**config.mk**
```make
export PLATFORM = sky130hd
export DESIGN_NAME = tone_generator
export DESIGN_NICKNAME = d
export VERILOG_FILES = /design/src/rtl/tone_pkg.sv /design/src/rtl/ms_timer.sv /design/src/rtl/tone_generator.sv
export SDC_FILE = /design/constraint.sdc
export NUM_CORES = 1
export LEC_CHECK = 0
export ABC_CLOCK_PERIOD_IN_PS = 3100
export BUFFER_PORTS_ARGS = -buffer_cell sky130_fd_sc_hd__clkbuf_2
export CORE_UTILIZATION = 33
export DETAILED_ROUTE_END_ITERATION = 6
export PLACE_DENSITY_LB_ADDON = 0.08
export REMOVE_ABC_BUFFERS = 1
export SLEW_MARGIN = 20
export SYNTH_ARGS = -nofsm -noshare
export SYNTH_HDL_FRONTEND = slang
export SYNTH_SLANG_ARGS = --single-unit
```
**constraint.sdc**
```tcl
create_clock -name clk -period 3.1 [get_ports clk]
set_input_delay 0.62 -clock clk [delete_from_list [all_inputs] [get_ports clk]]
set_output_delay 0.62 -clock clk [all_outputs]
set_load 0.02 [all_outputs]
```
**src/rtl/tone_pkg.sv**
```systemverilog
// tone_pkg: shared definitions for the tone generator and its helpers.
//   - tone_state_t : FSM states (IDLE, PLAY, DONE)
//   - DUR_W, HP_W, GAP_MS : default field widths / gap length
//   - HP_TABLE / hp_lookup : half-period in clk cycles per pitch code
//     (calibrated for 100 clk cycles per ms; entry 0 is the rest code)
package tone_pkg;

  localparam int DUR_W  = 12;
  localparam int HP_W   = 8;
  localparam int GAP_MS = 20;

  typedef enum logic [1:0] {
    IDLE = 2'd0,
    PLAY = 2'd1,
    DONE = 2'd2
  } tone_state_t;

  // C4..C6, one entry per pitch code 1..15
  localparam logic [HP_W-1:0] HP_TABLE [16] = '{
    8'd0,   8'd191, 8'd170, 8'd152, 8'd143, 8'd128, 8'd114, 8'd101,
    8'd96,  8'd85,  8'd76,  8'd72,  8'd64,  8'd57,  8'd51,  8'd48
  };

  function automatic logic [HP_W-1:0] hp_lookup(input logic [3:0] pitch);
    return HP_TABLE[pitch];
  endfunction

endpackage

```
**src/rtl/ms_timer.sv**
```systemverilog
// ms_timer: millisecond timebase with duration expiry.
//   clk, rst        : clock, synchronous active-high reset
//   load            : latch ticks_per_milli and dur, clear counters
//   run             : advance the prescaler this cycle
//   ticks_per_milli : clk cycles per ms (0 treated as 1)
//   dur             : duration in ms
//   ms_tick         : prescaler wraps this cycle (one ms completes)
//   ms_cnt          : completed ms since load
//   expired         : this cycle is the last cycle of the duration
module ms_timer #(
  parameter int DUR_W = 12
) (
  input  logic             clk,
  input  logic             rst,
  input  logic             load,
  input  logic             run,
  input  logic [15:0]      ticks_per_milli,
  input  logic [DUR_W-1:0] dur,
  output logic             ms_tick,
  output logic [DUR_W-1:0] ms_cnt,
  output logic             expired
);

  logic [15:0]      pre;
  logic [15:0]      pre_max;
  logic [DUR_W-1:0] dur_lat;

  assign ms_tick = run && (pre == pre_max);
  // dur_lat==0 never runs; the owner skips straight past the timed phase
  assign expired = ms_tick && (ms_cnt == dur_lat - DUR_W'(1));

  always_ff @(posedge clk) begin
    if (rst) begin
      pre     <= '0;
      pre_max <= '0;
      ms_cnt  <= '0;
      dur_lat <= '0;
    end else if (load) begin
      pre     <= '0;
      pre_max <= (ticks_per_milli == 16'd0) ? 16'd0 : ticks_per_milli - 16'd1;
      ms_cnt  <= '0;
      dur_lat <= dur;
    end else if (ms_tick) begin
      pre <= '0;
      // hold at the final count so ms_cnt never wraps
      if (!expired) ms_cnt <= ms_cnt + DUR_W'(1);
    end else if (run) begin
      pre <= pre + 16'd1;
    end
  end

endmodule

```
**src/rtl/tone_generator.sv**
```systemverilog
// tone_generator: plays one note command as a square wave on 'sound'.
//   clk, rst        : clock, synchronous active-high reset
//   ticks_per_milli : clk cycles per ms, latched at accept (0 -> 1)
//   note_valid/ready: command handshake; ready only in IDLE
//   note_pitch      : 0 = rest, 1..15 = C4..C6
//   note_ms         : duration in ms
//   sound           : square-wave speaker drive (registered)
//   playing         : high while a note or rest is in PLAY
//   note_done       : one-cycle pulse after the note ends
// Build option: define TONE_GAP_EN to silence the last GAP_MS ms of
// pitched notes longer than GAP_MS (articulation gap).
module tone_generator #(
  parameter int DUR_W  = 12,
  parameter int HP_W   = 8,
  parameter int GAP_MS = 20
) (
  input  logic             clk,
  input  logic             rst,
  input  logic [15:0]      ticks_per_milli,
  input  logic             note_valid,
  output logic             note_ready,
  input  logic [3:0]       note_pitch,
  input  logic [DUR_W-1:0] note_ms,
  output logic             sound,
  output logic             playing,
  output logic             note_done
);

  import tone_pkg::*;

  localparam logic [DUR_W-1:0] GAP_LEN = DUR_W'(GAP_MS);

  tone_state_t      state, state_nxt;
  logic             accept;
  logic             ms_tick, expired;
  logic [DUR_W-1:0] ms_cnt;
  logic [3:0]       pitch_lat;
  logic [HP_W-1:0]  hp_cnt, hp_val;
  logic             wave, wave_nxt, hp_wrap;
  logic             gap_nxt;

  assign accept     = note_valid && (state == IDLE);
  assign note_ready = (state == IDLE);
  assign playing    = (state == PLAY);
  assign note_done  = (state == DONE);

  ms_timer #(.DUR_W(DUR_W)) u_ms_timer (
    .clk             (clk),
    .rst             (rst),
    .load            (accept),
    .run             (state == PLAY),
    .ticks_per_milli (ticks_per_milli),
    .dur             (note_ms),
    .ms_tick         (ms_tick),
    .ms_cnt          (ms_cnt),
    .expired         (expired)
  );

  always_ff @(posedge clk) begin
    if (rst) state <= IDLE;
    else     state <= state_nxt;
  end

  always_comb begin
    state_nxt = state;
    case (state)
      IDLE:    if (note_valid) state_nxt = (note_ms == '0) ? DONE : PLAY;
      PLAY:    if (expired)    state_nxt = DONE;
      DONE:    state_nxt = IDLE;
      default: state_nxt = IDLE;
    endcase
  end

  // Half-period stepping; a rest has hp_val==0 and simply never toggles.
  always_comb begin
    hp_val   = HP_W'(hp_lookup(pitch_lat));
    hp_wrap  = (hp_cnt == hp_val - HP_W'(1));
    wave_nxt = (pitch_lat != 4'd0) && (hp_wrap ? !wave : wave);
  end

`ifdef TONE_GAP_EN
  logic             gap_on, gap_en_lat;
  logic [DUR_W-1:0] gap_start;

  // Gap begins on the ms wrap that enters ms index (duration - GAP_MS).
  assign gap_nxt = gap_on ||
                   (gap_en_lat && ms_tick && (ms_cnt + DUR_W'(1) == gap_start));

  always_ff @(posedge clk) begin
    if (rst) begin
      gap_on     <= 1'b0;
      gap_en_lat <= 1'b0;
      gap_start  <= '0;
    end else if (accept) begin
      gap_on     <= 1'b0;
      gap_en_lat <= (note_pitch != 4'd0) && (note_ms > GAP_LEN);
      gap_start  <= note_ms - GAP_LEN;
    end else if (state == PLAY && !expired) begin
      gap_on <= gap_nxt;
    end else begin
      gap_on <= 1'b0;
    end
  end
`else
  logic gap_unused;
  assign gap_nxt    = 1'b0;
  assign gap_unused = ^{ms_cnt, GAP_LEN};
`endif

  always_ff @(posedge clk) begin
    if (rst) begin
      pitch_lat <= '0;
      hp_cnt    <= '0;
      wave      <= 1'b0;
      sound     <= 1'b0;
    end else if (accept) begin
      pitch_lat <= note_pitch;
      hp_cnt    <= '0;
      wave      <= (note_pitch != 4'd0) && (note_ms != '0);
      sound     <= (note_pitch != 4'd0) && (note_ms != '0);
    end else if (state == PLAY && !expired) begin
      hp_cnt <= (hp_wrap || pitch_lat == 4'd0) ? '0 : hp_cnt + HP_W'(1);
      wave   <= wave_nxt;
      sound  <= wave_nxt && !gap_nxt;
    end else begin
      hp_cnt <= '0;
      wave   <= 1'b0;
      sound  <= 1'b0;
    end
  end

endmodule

```
Word level (Yosys, flattened, before mapping)
Memory sizes are Yosys's and may differ from the RTL's. Index checks and enable logic that the tools add are counted.

Eq/ne operators: 7. Add/sub/neg operators: 6. Bitwise gates (word level): 3. Reductions and logical operators: 21. Muxes and demuxes: 10. Magnitude comparators: 1.

Operators with widths (number): $add A16 B1 Y16 const B (1); $eq A16 B16 Y1 (1); $logic_not A16 Y1 (1); $mux W16 (1); $mux W8 (2); $sub A16 B1 Y16 const B (1); $add A12 B1 Y12 const B (1); $eq A12 B12 Y1 (1); $logic_not A12 Y1 (1); $reduce_bool A12 Y1 (1); $sub A12 B1 Y12 const B (1); $add A8 B1 Y8 const B (1); $eq A8 B8 Y1 (1); $reduce_bool A4 Y1 (2); $sub A8 B1 Y8 const B (1); $logic_and A1 B1 Y1 (6); $mux W2 (3); $ge A5 B5 Y1 const B (1); $not A4 Y5 (1); $logic_not A4 Y1 (1); $ne A2 B2 Y1 const B (2); $pmux W2 S2 (1); $reduce_and A2 Y1 (2); $reduce_or A4 Y1 (1); 9 further kinds (13).

Output and inout bits: 4. ROM bits: 128. Memories: 1. Word-level logic and storage cells: 57. Register bits: 71. Input bits: 35.

Memory list: (no name shown) (depth 16, width 8, read ports 1, clocked after memory_dff 0, write ports 0, RTL line tone_pkg.sv:25) `return HP_TABLE[pitch];`.

Depth between registers and ports, before layout
Gate-level depths: netlist (run 1).

Word-level depth: 10. Depth in mapped cells: 13. Depth with buffers taken out: 12.

By module
A second synthesis (run 1) with hierarchy kept.

Cells, all modules: 503. Area, all modules: 4269.1 sq um.

Modules (own cells, without submodules): ms_timer (cells each 370, area an instance 3136.8 sq um, times used 1); tone_generator (cells each 133, area an instance 1132.3 sq um, times used 1).

Worst setup path after synthesis (run 1)
No wires, ideal clock.

Path type: register to register. Start: reg pitch_lat[1]. End: reg hp_cnt[7]. Cell stages (with the launch flop): 14. Path buffers: 1. Library setup time: 115 ps. Data arrival time: 2758 ps. Slack: 228 ps. Cells stage by stage: dfxtp_1 inv_1 ha_1 nor2b_1 o22ai_1 ha_1 xnor2_1 xnor2_1 nand3_1 or3_1 a2111oi_2 or2_1 buf_4 nor2_1.

Word-level cells in the longest chain between the ends: 8. Elaborated cells between the ends (all ways): 9. Those cells by class: 1 x add/sub; 1 x eq/ne; 2 x mux; 1 x bitwise; 3 x reduce/logical; 1 x memory.

Ends and longest elaborated chain: start: declaration (RTL line tone_generator.sv:37) `logic [3:0] pitch_lat;`; start signal: assignment (RTL line tone_generator.sv:117) `pitch_lat <= note_pitch;`; $not A4 Y5 (not written as such) (RTL line tone_pkg.sv:25); $mem_v2 Z16 W8; $mux W8 (not written as such) (2 in series) (RTL line tone_pkg.sv:25); $sub A8 B1 Y8 (RTL line tone_generator.sv:77) `hp_wrap = (hp_cnt == hp_val - HP_W'(1));`; $eq A8 B8 Y1 (RTL line tone_generator.sv:77); $logic_or A1 B1 Y1 (*) (RTL line tone_generator.sv:122) `hp_cnt <= (hp_wrap || pitch_lat == 4'd0) ? '0 : hp_cnt + HP_W'(1);`; $reduce_or A4 Y1 (no source line) (*); end signal: assignment (RTL line tone_generator.sv:122); end: declaration (RTL line tone_generator.sv:38) `logic [HP_W-1:0] hp_cnt, hp_val;`.

Every way passes the cells marked *; elsewhere a longest branch is shown, timed or not. The select of a mux whose other input is x is not followed. A chain may end at the register's enable or synchronous reset.

Worst setup path after layout (run 1)
Ends and elaborated chain as after synthesis.

==> run metrics, run 1 <==
DP Worst Slack -34.1 ps; Worst Hold Path EP u_ms_timer.dur_lat[11]; startpoint types flop; Antenna Nets Post-Route 0; clock sink count 71; die span in x 112 µm; FMAX 344 MHz; number of global-route vias before repair 3395; DR pass1 iterations 4; share of layout cells above drive strength 1 15.2%; hold path start u_ms_timer.dur_lat[11]; worst r2r src pitch_lat[1]; Placed Cells 667; Syn Std Cell Area 0.00402 mm²; Reg2Reg Setup Slack 200 ps; CP max-delay cell or3_1; Std-Cell Rows 39; Worst Tran Pin Value 654 ps; WHS Path Cells 2; smallest setup slack after layout 197 ps; main flop type after synthesis dfxtp_1; Root Buffer clkbuf_16; maximum clock path buffer count 2; Setup violations, final 0; Ports 39; most common cell after layout, fill and taps aside dfxtp_1; Clk Latency, worst-skew pair 330 ps; final hold vios 0; DP Wirelength 7200 µm; commonest non-fill, non-tap cells in the layout dfxtp_1, nand2_1, nor2_1; Syn Area/Cell 8.18 µm²; final hold slack 468 ps; Core ar. 0.0117 mm²; GRT Overall Usage 16.4%; maximum number of pins on one net before global-route repair 21; WS Path Type reg2reg; R2R depth 12; CTS tree done; critical path data arrival time 3130 ps; first-pass GRT wire length 16400 µm; routed via count 3371; Net count, final 579; CTS Buf Count 9; total die area 0.0126 mm²; GPL Wtd Cong 0.777; Hold Crit Class reg2reg; Syn Inst Count 491; EDFF count, synth 0; routed wire length 9370 µm; yosys synthesis warning count 0; Die Height 112 µm; Worst path max stage delay 400 ps; htree depth 3; Yosys top cell by area dfxtp_1; CP Max Fanout 8; register area share after synthesis 35.4%; synth unique cells 60; Final Non-Filler Cells 683; DRC Markers 0; leak pwr 1.74 nW; flop and latch count out of synthesis 71; grt ovf 0; clk_skew 3.61 ps; CTS clk-pin slew, worst paths 60 ps; top cell type's share of synthesized area 35.4%; Final Critical Period 2900 ps; Synth area leaders dfxtp_1, xnor2_1, xor2_1, nand2_1, nor2_1; crit path cell chain inv_1 > ha_2 > nor2b_2 > o22ai_1 > ha_2 > xnor2_1 > xnor2_1 > nand3_1 > or3_1 > a2111oi_4 > or2_4 > nor2_1; ys async rst share 0%; Max-slew headroom 56.0%; crit path capture type flop; Area Overhead vs Synth 17.3%; vias per inst 4.94; initial antenna violation count 0; pwr/cell area 508 mW/mm²; First DRT Iteration DRCs 136; Final Max Tran Viols 0; WL/cell 13.7 µm; capturing point of the worst reg2reg path hp_cnt[7]; max_cap viols 0; Max IR drop VDD 0.000344 V; Worst Path Required 3330 ps; port bufs 38; outcome complete, no violations; Inserted Diodes 0; initial core utilization 34.4%; part of the cycle the worst path needs 93.6%
## sequential cells by signal (all words and copies together), names as in the netlist
| register | cells |
|---|---|
| state | 2 |
| wave | 1 |
| u_ms_timer.ms_cnt | 12 |
| u_ms_timer.pre_max | 16 |
| hp_cnt | 8 |
| u_ms_timer.dur_lat | 12 |
| pitch_lat | 4 |
| u_ms_timer.pre | 16 |
## worst max path at each step
stage | slack [ps] | startpoint | cells past startpoint | endpoint
floorplan | 210 | pitch_lat[1] | 12 | hp_cnt[2]
global placement | 70 | pitch_lat[1] | 12 | hp_cnt[7]
detailed placement | -30 | pitch_lat[1] | 12 | hp_cnt[7]
CTS | 60 | pitch_lat[1] | 12 | hp_cnt[7]
global route | -2 | pitch_lat[1] | 12 | hp_cnt[7]
finish | 200 | pitch_lat[1] | 12 | hp_cnt[7]
## stage by stage
step                      util [%]  instance area (µm²)  TNS, ps  total power [mW]
final                         40.4                 4710        0              2.39
after global routing          40.4                 4710    -1.85              2.54
after CTS                     40.2                 4690        0              2.43
after detailed placement      37.8                 4410     -145              1.44
after global placement        37.8                 4410        0              1.43
after floorplan                  -                 3920        0              1.30
## worst max-delay path: cells and delay by family (launching register included)
family | cells | cell delay [ps]
AND/OR/NAND/NOR | 5 | 990
adder cells (fa/ha/maj) | 2 | 620
AO/OA/AOI/OAI | 2 | 480
flip-flops | 1 | 320
XOR/XNOR | 2 | 320
buffers and inverters | 1 | 70
## timing repair
item,4_1_cts,5_1_grt
endpoints found under the setup margin,8,9
gates resized for setup,1,4
hold buffers,0,0
setup buffers,0,0
pin swaps,0,2
## cell usage after synthesis (4+ instances only)
cell type	number
and3_1	9
nor3_1	13
a31oi_1	4
ha_1	9
nor4_1	9
clkbuf_1	15
mux2i_1	4
nand2_1	67
nor2_1	53
xor2_1	40
xnor2_1	46
o21ai_0	20
nand3_1	18
inv_1	11
dfxtp_1	71
nand4_1	16
nand2b_1	7
a21oi_1	23
nor2b_1	5
## routing by layer
layer  share of wire (%)  track usage [%]  vias to the layer above  wire length, µm
li1                    -                -                     1788                -
met5                   0                0                        -                0
met3                 2.3             4.59                        5              214
met2                  46             26.8                       29             4290
met1                  51             21.3                     1549             4800
met4                0.75             4.27                        0               70
## layout make-up
cell class | instances | area, µm²
multi-input combinational | 388 | 2480
timing repair buffer | 54 | 310
fill | 1178 | 6950
clock buffer | 13 | 260
sequential | 71 | 1420
clock inverter | 3 | 17.5
tap | 143 | 179
inverter | 11 | 41.3
## power breakdown
part | total, mW | internal, mW | switching, mW
logic | 0.433 | 0.198 | 0.235
registers | 0.992 | 0.950 | 0.0428
clock network | 0.968 | 0.583 | 0.385
total | 2.39 | 1.73 | 0.663
## cells by family after synthesis
group,Yosys count,share of synthesized area [%]
buf+inv,32,3.43
compound gates,76,12.5
simple gates,212,25.5
flops,71,35.4
xor+xnor,87,19.3
mux,4,0.997
fa+ha+maj,9,2.80
No activity file was read; power rests on OpenSTA's default activity.
==> run 2, diff against run 1 <==
--- a/config.mk
+++ b/config.mk
@@ -9,6 +9,7 @@
 export BUFFER_PORTS_ARGS = -buffer_cell sky130_fd_sc_hd__clkbuf_2
 export CORE_UTILIZATION = 33
 export DETAILED_ROUTE_END_ITERATION = 6
+export GPL_TIMING_DRIVEN = 0
 export PLACE_DENSITY_LB_ADDON = 0.08
 export REMOVE_ABC_BUFFERS = 1
 export SLEW_MARGIN = 20
==> run 2 against run 1 <==
Compared with the run above: cell count decreased by 1.9%; via count decreased by 1.3%; utilization decreased by 0.24 points; clock-buffer cell count decreased by 4; final area decreased by 0.58%; sequential power increased by 0.6%; sequential cell count unchanged; global-route usage decreased by 0.97 points; sequential share of layout area increased by 0.23 points; combinational power decreased by 3%; first-iteration DRC count increased by 13%; critical path type unchanged; largest cell class unchanged; highest routed layer unchanged.
==> run metrics, run 2 (synthesis results as in run 1) <==
max_cap viols 0 (unchanged); Clk Latency, worst-skew pair 330 ps (about the same); CTS clk-pin slew, worst paths 60 ps (about the same); Inserted Diodes 0 (unchanged); clock sink count 71 (unchanged); Setup violations, final 0 (unchanged); DP Worst Slack -263 ps (was -34.1 ps); Final Max Tran Viols 0 (unchanged); Final Critical Period 2910 ps (was 2900 ps); commonest non-fill, non-tap cells in the layout dfxtp_1, nand2_1, nor2_1 (unchanged); initial core utilization 34.4% (unchanged); grt ovf 0 (unchanged); maximum number of pins on one net before global-route repair 22 (was 21); crit path capture type flop (unchanged); pwr/cell area 523 mW/mm² (was 508 mW/mm²); RSZ-0062 raised after global routing no; DRC Markers 0 (unchanged); FMAX 344 MHz (about the same); part of the cycle the worst path needs 93.9% (was 93.6%); Std-Cell Rows 39 (unchanged); CTS Hold Bufs 0 (unchanged); htree depth 3 (unchanged); routed wire length 9000 µm (was 9370 µm); Net count, final 566 (was 579); CTS tree done (unchanged); outcome complete, no violations (unchanged); Worst Path Required 3320 ps (was 3330 ps); First DRT Iteration DRCs 154 (was 136); total die area 0.0126 mm² (unchanged); first-pass GRT wire length 15400 µm (was 16400 µm); Max-slew headroom 44.7% (was 56.0%); Core ar. 0.0117 mm² (unchanged); Antenna Nets Post-Route 0 (unchanged); final hold slack 467 ps (was 468 ps); DP Wirelength 6760 µm (was 7200 µm); Worst Tran Pin Value 827 ps (was 654 ps); CP Max Fanout 19 (was 8); die span in x 112 µm (unchanged); final hold vios 0 (unchanged); critical path data arrival time 3120 ps (was 3130 ps); largest registers u_ms_timer.pre: 16 flops, u_ms_timer.pre_max: 16 flops (unchanged); GPL Wtd Cong 0.764 (was 0.777); R2R depth 8 (was 12); DR pass1 iterations 4 (unchanged); initial antenna violation count 0 (unchanged); hold path start u_ms_timer.pre_max[15] (was u_ms_timer.dur_lat[11]); vias per inst 4.97 (was 4.94); Max IR drop VDD 0.000249 V (was 0.000344 V); capturing point of the worst reg2reg path hp_cnt[0] (was hp_cnt[7]); leak pwr 1.69 nW (was 1.74 nW); WS Path Type reg2reg (unchanged); WHS Path Cells 2 (unchanged); smallest setup slack after layout 190 ps (was 197 ps); Root Buffer clkbuf_16 (unchanged); share of layout cells above drive strength 1 14.4% (was 15.2%); port bufs 38 (unchanged); maximum clock path buffer count 2 (unchanged); startpoint types flop (unchanged); worst r2r src pitch_lat[3] (was pitch_lat[1]); WL/cell 13.4 µm (was 13.7 µm); most common cell after layout, fill and taps aside dfxtp_1 (unchanged); Ports 39 (unchanged); Reg2Reg Setup Slack 190 ps (was 200 ps); Die Height 112 µm (unchanged); Area Overhead vs Synth 16.6% (was 17.3%); clk_skew 5.21 ps (was 3.61 ps); number of global-route vias before repair 3159 (was 3395); GRT Overall Usage 15.4% (was 16.4%); Hold Crit Class reg2reg (unchanged); CTS Buf Count 9 (unchanged); routed via count 3327 (was 3371); Worst Hold Path EP u_ms_timer.pre_max[15] (was u_ms_timer.dur_lat[11]); Layout fillers 1201 (was 1178)
[run 2: cell types whose count changed in the layout (fill, tap and decap cells not counted), moves of 2 or more]
cell,delta
clkbuf_1,-2
dfxtp_2,+2
clkbuf_8,-2
dfxtp_1,-2
buf_4,-13
[run 2: final cells by class]
class | instances | area (µm²) | share of cell area (%)
clock buffers | 9 | 225 | 4.81
repair buffers | 41 | 213 | 4.54
multi-input cells | 388 | 2530 | 54.0
clock inverters | 7 | 72.6 | 1.55
well taps | 143 | 179 | 3.82
flip-flops and latches | 71 | 1420 | 30.4
inverters | 11 | 41.3 | 0.882
[run 2: worst max path at each step]
stage	slack, ps	endpoint	depth (start not counted)	startpoint
floorplan	210	hp_cnt[2]	12	pitch_lat[1]
global placement	-230	hp_cnt[7]	12	pitch_lat[1]
detailed placement	-260	hp_cnt[7]	12	pitch_lat[1]
CTS	40	hp_cnt[0]	12	pitch_lat[1]
global route	4	hp_cnt[6]	8	pitch_lat[3]
finish	190	hp_cnt[0]	8	pitch_lat[3]
[run 2: layer usage]
metal	vias up	share of wire (%)	GRT usage, %
met1	1522	52	20.8
met3	5	2.8	4.43
li1	1765	-	-
met4	0	0.76	4.53
met5	-	0	0
met2	35	45	24.0
[run 2: metrics by stage]
step / area [µm²] / power, mW / util [%] / TNS (ps) / cells
finish: 4680 / 2.45 / 40.1 / 0 / 670
global route: 4680 / 2.59 / 40.1 / 0 / 670
CTS: 4640 / 2.47 / 39.8 / 0 / 670
detailed placement: 4290 / 1.41 / 36.8 / -5220 / 651
global placement: 4290 / 1.41 / 36.8 / -4000 / 651
floorplan: 3920 / 1.30 / - / 0 / 470
[run 2: timing repair]
item | 4_1_cts | 5_1_grt
resized for setup | 7 | 6
pin swaps | 1 | 3
gates cloned | 0 | 0
endpoints found under the setup margin | 17 | 29
buffers inserted | 3 | 0
[run 2: worst max-delay path: stages (launching register included)]
cell       delay, ps
dfxtp_1          740
nand2b_1         190
a21oi_1          390
o21ai_2          150
or3_1            350
a211o_1          300
a2111oi_4        390
or2_4            230
nor2_1            50
[run 2: power by group]
| part | switching (mW) | internal (mW) |
|---|---|---|
| Clock | 0.404 | 0.623 |
| Combinational | 0.231 | 0.191 |
| Sequential | 0.0486 | 0.950 |
